### src/rtl/piso_byte_feeder.sv
// rtl/piso_byte_feeder.sv - feeds a multi-byte word, MSB byte first, into an 8-bit PISO shift register
module piso_byte_feeder #(
    parameter int NBYTES = 4,
    parameter int GAP    = 0
) (
    input  logic                  clk,
    input  logic                  rst_n,
    input  logic [8*NBYTES-1:0]   word_in,
    input  logic                  word_valid,
    output logic                  word_ready,
    input  logic                  abort,
    output logic [7:0]            pi,
    output logic                  load,
    output logic                  en_L,
    output logic                  cs_n,
    output logic                  busy,
    output logic                  done
);

    localparam int IW = (NBYTES > 1) ? $clog2(NBYTES) : 1;
    localparam int GW = (GAP > 1) ? $clog2(GAP) : 1;

    typedef enum logic [2:0] {
        S_IDLE,
        S_LOAD,
        S_SHIFT,
        S_GAP,
        S_TAIL,
        S_DONE
    } state_t;

    state_t                state, state_nxt;
    logic [8*NBYTES-1:0]   shadow, shadow_nxt;
    logic [8*NBYTES-1:0]   shifted;
    logic [IW-1:0]         idx, idx_nxt;
    logic [2:0]            cnt, cnt_nxt;
    logic [GW-1:0]         gap_cnt, gap_nxt;
    logic [7:0]            pi_nxt;

    // Next-state, counter and shadow update; outputs are decoded from the next state
    // so every output comes straight from a flop.
    always_comb begin
        state_nxt  = state;
        shadow_nxt = shadow;
        idx_nxt    = idx;
        cnt_nxt    = cnt;
        gap_nxt    = gap_cnt;
        case (state)
            S_IDLE: begin
                if (word_valid) begin
                    shadow_nxt = word_in;
                    idx_nxt    = IW'(NBYTES - 1);
                    cnt_nxt    = '0;
                    state_nxt  = S_LOAD;
                end
            end
            S_LOAD: begin
                cnt_nxt   = '0;
                state_nxt = S_SHIFT;
            end
            S_SHIFT: begin
                cnt_nxt = cnt + 3'd1;
                if (cnt == 3'd7) begin
                    // Index reaching zero is terminal: the last byte always ends in TAIL.
                    if (idx == '0) begin
                        state_nxt = S_TAIL;
                    end else begin
                        idx_nxt = idx - IW'(1);
                        if (GAP > 0) begin
                            gap_nxt   = '0;
                            state_nxt = S_GAP;
                        end else begin
                            state_nxt = S_LOAD;
                        end
                    end
                end
            end
            S_GAP: begin
                gap_nxt = gap_cnt + GW'(1);
                if (gap_cnt == GW'(GAP - 1)) begin
                    state_nxt = S_LOAD;
                end
            end
            S_TAIL:  state_nxt = S_DONE;
            S_DONE:  state_nxt = S_IDLE;
            default: state_nxt = S_IDLE;
        endcase

        // Cancel wins over everything except a fresh handshake in IDLE.
        if (abort && (state != S_IDLE)) begin
            state_nxt  = S_IDLE;
            shadow_nxt = '0;
            idx_nxt    = '0;
            cnt_nxt    = '0;
            gap_nxt    = '0;
        end

        shifted = shadow_nxt >> (8 * idx_nxt);
        pi_nxt  = (state_nxt == S_LOAD) ? shifted[7:0] : pi;
    end

    // State, counters, shadow and registered outputs.
    always_ff @(posedge clk or negedge rst_n) begin
        if (!rst_n) begin
            state      <= S_IDLE;
            shadow     <= '0;
            idx        <= '0;
            cnt        <= '0;
            gap_cnt    <= '0;
            pi         <= '0;
            word_ready <= 1'b1;
            load       <= 1'b0;
            en_L       <= 1'b1;
            cs_n       <= 1'b1;
            busy       <= 1'b0;
            done       <= 1'b0;
        end else begin
            state      <= state_nxt;
            shadow     <= shadow_nxt;
            idx        <= idx_nxt;
            cnt        <= cnt_nxt;
            gap_cnt    <= gap_nxt;
            pi         <= pi_nxt;
            word_ready <= (state_nxt == S_IDLE);
            busy       <= (state_nxt != S_IDLE);
            load       <= (state_nxt == S_LOAD);
            en_L       <= !((state_nxt == S_LOAD) || (state_nxt == S_SHIFT));
            cs_n       <= (state_nxt == S_IDLE) || (state_nxt == S_DONE);
            done       <= (state_nxt == S_DONE);
        end
    end

endmodule

### config.mk
export PLATFORM = sky130hd
export DESIGN_NAME = piso_byte_feeder
export DESIGN_NICKNAME = d
export VERILOG_FILES = /design/src/rtl/piso_byte_feeder.sv
export SDC_FILE = /design/constraint.sdc
export NUM_CORES = 1
export LEC_CHECK = 0
export CAP_MARGIN = 15
export CORE_MARGIN = 1
export CORE_UTILIZATION = 47
export DETAILED_ROUTE_END_ITERATION = 16
export PLACE_DENSITY = 0.8
export SLEW_MARGIN = 20
export SYNTH_ARGS = -nofsm -noshare
export SYNTH_HDL_FRONTEND = slang
export SYNTH_SLANG_ARGS = --single-unit
### constraint.sdc
create_clock -name clk -period 1.8 [get_ports clk]
set_input_delay 0.18 -clock clk [delete_from_list [all_inputs] [get_ports clk]]
set_output_delay 0.18 -clock clk [all_outputs]
set_load 0.05 [all_outputs]
* Yosys cells after proc, flatten, opt, wreduce, memory -nomap -nowiden
Cells that the tools add are included.
Storage, ports and cells: register bits 55, bits of input ports 36, output and inout bits 14, word-level logic and storage cells 56
Operators by class: add/sub/neg operators 3, equality and inequality tests 9, shifts and indexed selects 1, multiplexer cells 19, reductions and logical operators 12
Operators with widths (count):
- 32-bit 2-to-1 mux | 3
- 32-bit by 5-bit right shift with 8-bit output | 1
- 3-bit 2-to-1 mux | 7
- 3-bit one-hot mux with 5 select lines | 1
- 3-bit by 2-bit == test with 1-bit output (second input constant) | 3
- 3-bit == test (second input constant) | 3
- 3-bit one-hot mux with 3 select lines | 1
- 2-bit 2-to-1 mux | 4
- 3-bit by 1-bit == test with 1-bit output (second input constant) | 2
- 3-bit logical NOT | 2
- 3-bit nonzero test | 2
- 2-bit one-hot mux with 2 select lines | 1
- 4-bit nonzero test | 1
- 3-bit by 1-bit adder with 3-bit output (second input constant) | 1
- 3-bit != test (second input constant) | 1
- 2-bit logical NOT | 1
- 1-bit logical OR | 2
- 1-bit 2-to-1 mux | 2
- 2-bit AND reduction | 1
- 2-bit nonzero test | 1
- 2-bit by 1-bit subtractor with 2-bit output (second input constant) | 1
- 1-bit adder (second input constant) | 1
- 1-bit logical AND | 1
- 1-bit logical NOT | 1

* Longest topological paths before layout
word-level depth 8, gate-level depth with buffers 8, mapped depth without buffers 8

* Worst setup path before layout
No wires, ideal clock.
path kind reg2reg, from reg cnt[0], to reg pi[0], library setup time 0.080 ns, arrival 1.869 ns, data required time 1.720 ns, path slack -0.149 ns, cell stages (with the launch flop) 9, buffers on the path 0, period minus slack after synthesis 1.949 ns, cell sequence dfrtp_1 ha_1 ha_1 and3b_1 a2111oi_4 nand3_4 clkinv_4 nand2_4 o211ai_2
On the way: word-level cells in the longest chain between the ends 5, elaborated cells between the ends (all ways) 9, those cells by class eq/ne: 2; shift: 1; mux: 6
Ends and longest elaborated chain:
- start: declaration | RTL line 36 | logic [2:0] cnt, cnt_nxt;
- start signal: assignment | RTL line 121 | cnt <= cnt_nxt;
- 3-bit == test (*) | RTL line 63 | if (cnt == 3'd7) begin
- 2-bit 2-to-1 mux or 3-bit 2-to-1 mux (tied branches) | RTL line 63
- 2-bit one-hot mux with 2 select lines or 3-bit one-hot mux with 5 select lines (tied branches) | RTL line 48 | case (state)
- 2-bit 2-to-1 mux or 3-bit 2-to-1 mux (tied branches) | RTL line 90 | if (abort && (state != S_IDLE)) begin
- 32-bit by 5-bit right shift with 8-bit output or 3-bit by 1-bit == test with 1-bit output (tied branches) | RTL line 98, 99
- end signal: assignment | RTL line 123 | pi <= pi_nxt;
- end: declaration | RTL line 12 | output logic [7:0] pi,
Mark *: on every way between the ends. The rest lies on a longest branch, timed or not. A chain may end at the register's enable or synchronous reset.

* Final worst setup path
from reg cnt[0], to reg pi[3]
Same word-level chain as after synthesis.

==> reports/metrics.yaml <==
run_status: "finished, violations left"
violated_checks: "setup timing"
synth_cells: 279
async_reset_ff_share_pct: 100
drive_gt1_share_pct: 26.4
power.switching_uw: 2940
placer_s_final_routability_congestion_estimate: 0.824
timing.final.max_slew_violations: 0
endpoint: "pi[3]$_DFFE_PN0N_"
grt_setup_unrepaired: "yes"
achievable-frequency_ghz: 0.494
place.detailed.instances: 418
grt_pass1_vias: 2379
fin_tns_setup_ns: -1.68
overflow: 0
n_fill_cell: 410
synth_edf_count: 0
first_pass_iters: 4
placementRows: 27
detail_route.iter0.violations: 152
finish.cell_count_without_fillers: 428
ys_ff_latch: 55
wire_length_of_the_first_global_routing_pass_mm: 11.5
port-buffer-count: 49
io_pins: 50
routed_wirelength_mm: 6.77
maxCapViolations: 0
report.final.hold_viol_count: 0
timing.critical_path.from: "cnt[0]$_DFFE_PN0P_"
vias_post_dr: 2410
critical_path_class: "reg -> reg"
synth.net_count: 317
clk-insertion-delay-late_ns: 0.32
antenna-diode-count: 0
synth_top_cells_by_area: "sky130_fd_sc_hd__dfrtp_1 (47%), sky130_fd_sc_hd__nand2_1 (10%), sky130_fd_sc_hd__a21oi_1 (6.0%), sky130_fd_sc_hd__mux2i_1 (3.6%), sky130_fd_sc_hd__o211ai_2 (3.6%)"
reg_clk_slew_reported_paths_ns: 0.10
synthMostInstantiatedCell: "sky130_fd_sc_hd__nand2_1"
netlist.top_cell.by_area: "sky130_fd_sc_hd__dfrtp_1"
htreeDepth: 2
synth_seq_area_share_pct: 49.9
power_frac_clock_pct: 10.5
crit_path_end_kind: "flop"
synth_top_flop_cell: "sky130_fd_sc_hd__dfrtp_1"
rr_endpoint: "pi[3]$_DFFE_PN0N_"
clock_tree.root_cell: "sky130_fd_sc_hd__clkbuf_8"
detail_route.wl_per_cell_um: 15.8
initial_core_util_pct: 49.6
clock_tree.buffer_depth: 2
post_synth_most_frequent_cells: "sky130_fd_sc_hd__nand2_1 (74), sky130_fd_sc_hd__dfrtp_1 (52), sky130_fd_sc_hd__a21oi_1 (33)"
dieArea_mm2: 0.00619
power_per_cell_area_mw_per_mm2: 1730
worst_slew_slack_as_a_fraction_of_its_limit_pct: 65.0
grt_start_max_net_pins: 35
finalNetCount: 393
finalInstanceArea_mm2: 0.00384
worst-endpoint-arrival_ns: 2.27
r2r.worst_path.cells: 9
tritoncts: "done"
finalCritPeriodShare_pct: 112
worst-endpoint-required_ns: 2.05
floorplan.core_area_mm2: 0.00557
dpl-instance-area_mm2: 0.00364
grt_antenna_before_repair: 0
holdWs_ns: 0.361
synthDominantCellAreaShare_pct: 47.1
kind_of_path_behind_the_tightest_hold_check: "in -> async"
final_critical_path_setup_slack_ns: -0.224
cts_inserted_buffers: 5
syn_area_mm2: 0.00276
height_of_the_die_um: 78.7
grt_usage_pct: 24.0
antenna_left: 0
layout-area-overhead-vs-synth_pct: 39.1
finalSetupViolations: 9
period_needed_ns: 2.02
viasPerCell: 5.63
synth_warnings: 0
tightest_slew_ns: 0.525
layout_skew_ns: 0.00962
dpl.hpwl_mm: 4.65
cell_internal_pwr_uw: 3710
synth_area_per_cell_um2: 9.91
crit_fanout: 9
rrSetupSlack_ns: -0.22
yosysUniqueCellTypes: 49
comb_power_share_pct: 58.0
seqPwrFrac_pct: 31.6
timing.rr.start: "cnt[0]$_DFFE_PN0P_"
cts.sinks: 55
die-width_um: 78.7
p_sw_share_pct: 44.2
ir_worst_vdd_v: 0.000996
power_leakage_uw: 0.00164
cp-start-kind: "flop"
drc: 0
## sequential cells by signal, summed over array words and instances (netlist names)
signal      cells
busy            1
cnt             3
cs_n            1
done            1
en_L            1
gap_cnt         1
idx             2
load            1
pi              8
shadow         32
state           3
word_ready      1
## metrics by stage
step	util [%]	power (uW)	setup WS, ns
4_1_cts	68.1	6520	-0.152
6_report	69.0	6650	-0.224
2_1_floorplan	-	4360	-0.0670
5_1_grt	69.0	7080	-0.317
3_5_place_dp	65.3	5690	-0.187
3_3_place_gp	65.3	5570	-0.116
## placed cells by master (no fill, tap or decap), types with 2 or more instances in the layout
master / n
sky130_fd_sc_hd__buf_6: 2
sky130_fd_sc_hd__o21ai_0: 2
sky130_fd_sc_hd__o22ai_1: 2
sky130_fd_sc_hd__o211ai_2: 8
sky130_fd_sc_hd__nor3_2: 2
sky130_fd_sc_hd__o2bb2ai_2: 3
sky130_fd_sc_hd__a22o_1: 2
sky130_fd_sc_hd__a21oi_1: 32
sky130_fd_sc_hd__o2111ai_2: 7
sky130_fd_sc_hd__dfrtp_1: 51
sky130_fd_sc_hd__a21oi_2: 3
sky130_fd_sc_hd__nor2_1: 15
sky130_fd_sc_hd__buf_12: 7
sky130_fd_sc_hd__mux2i_1: 8
sky130_fd_sc_hd__nor2b_1: 5
sky130_fd_sc_hd__dfstp_2: 3
sky130_fd_sc_hd__o2bb2ai_1: 5
sky130_fd_sc_hd__clkdlybuf4s50_1: 45
sky130_fd_sc_hd__nand2_1: 72
sky130_fd_sc_hd__nand2_2: 2
sky130_fd_sc_hd__o21a_1: 2
sky130_fd_sc_hd__buf_4: 30
sky130_fd_sc_hd__mux2i_2: 2
sky130_fd_sc_hd__inv_1: 2
sky130_fd_sc_hd__nand2b_1: 2
sky130_fd_sc_hd__clkbuf_8: 5
## critical path: stages (launching register included)
cell and delay [ns]:
sky130_fd_sc_hd__dfrtp_1 0.41, sky130_fd_sc_hd__ha_2 0.20, sky130_fd_sc_hd__ha_4 0.16, sky130_fd_sc_hd__nor4b_2 0.15
sky130_fd_sc_hd__buf_4 0.14, sky130_fd_sc_hd__o21ai_0 0.25, sky130_fd_sc_hd__o21a_1 0.24, sky130_fd_sc_hd__buf_12 0.15
sky130_fd_sc_hd__o2111ai_2 0.14, sky130_fd_sc_hd__o211ai_2 0.11
## layout make-up
type / count / area (um^2) / area share [%]
multi-input combinational: 204 / 1410 / 36.7
sequential: 55 / 1380 / 35.9
timing repair buffer: 86 / 853 / 22.2
tap: 72 / 90.1 / 2.34
clock buffer: 6 / 72.6 / 1.89
inverter: 3 / 23.8 / 0.618
clock inverter: 2 / 13.8 / 0.358
## routing by layer
layer | vias up | part of all wire [%] | track usage (%)
met2 | 86 | 51 | 38.9
met5 | - | 0 | 0
met1 | 1176 | 43 | 31.8
met4 | 0 | 1.0 | 7.59
li1 | 1140 | - | -
met3 | 8 | 5.2 | 5.23
## how the worst min path moves through the flow
stage / endpoint / slack (ns) / depth (start not counted) / startpoint
floorplan: busy$_DFF_PN0_ / -0.12 / 0 / rst_n
global placement: cnt[2]$_DFFE_PN0P_ / 0.18 / 1 / rst_n
detailed placement: cnt[2]$_DFFE_PN0P_ / 0.18 / 1 / rst_n
CTS: shadow[10]$_DFF_PN0_ / 0.38 / 2 / rst_n
global route: shadow[26]$_DFF_PN0_ / 0.41 / 2 / rst_n
finish: cnt[2]$_DFFE_PN0P_ / 0.36 / 2 / rst_n
## kinds of logic after synthesis
group / synth area share [%]
buffers and inverters: 3.40
adders and majority gates: 0.905
AOI/OAI and AO/OA: 22.1
xor gates and xnor gates: 0.317
and+or+nand+nor: 19.3
muxes: 4.03
DFF: 49.9
## power groups by stage
stage | Combinational [uW] | Clock (uW) | Sequential (uW)
6_report | 3860 | 696 | 2100
4_1_cts | 3740 | 696 | 2090
3_5_place_dp | 3600 | 0 | 2090
5_1_grt | 4190 | 747 | 2150
2_1_floorplan | 1890 | 0 | 2470
3_3_place_gp | 3490 | 0 | 2080
## timing repair
action | CTS | global route
gates resized for setup | 12 | 8
pin swaps | 2 | 3
setup buffers | 0 | 1
hold endpoints to repair | 21 | 0
gates cloned | 0 | 0
hold buffers | 1 | 0
setup endpoints to repair | 9 | 19
Note: power is estimated with default switching activity, not from simulation.
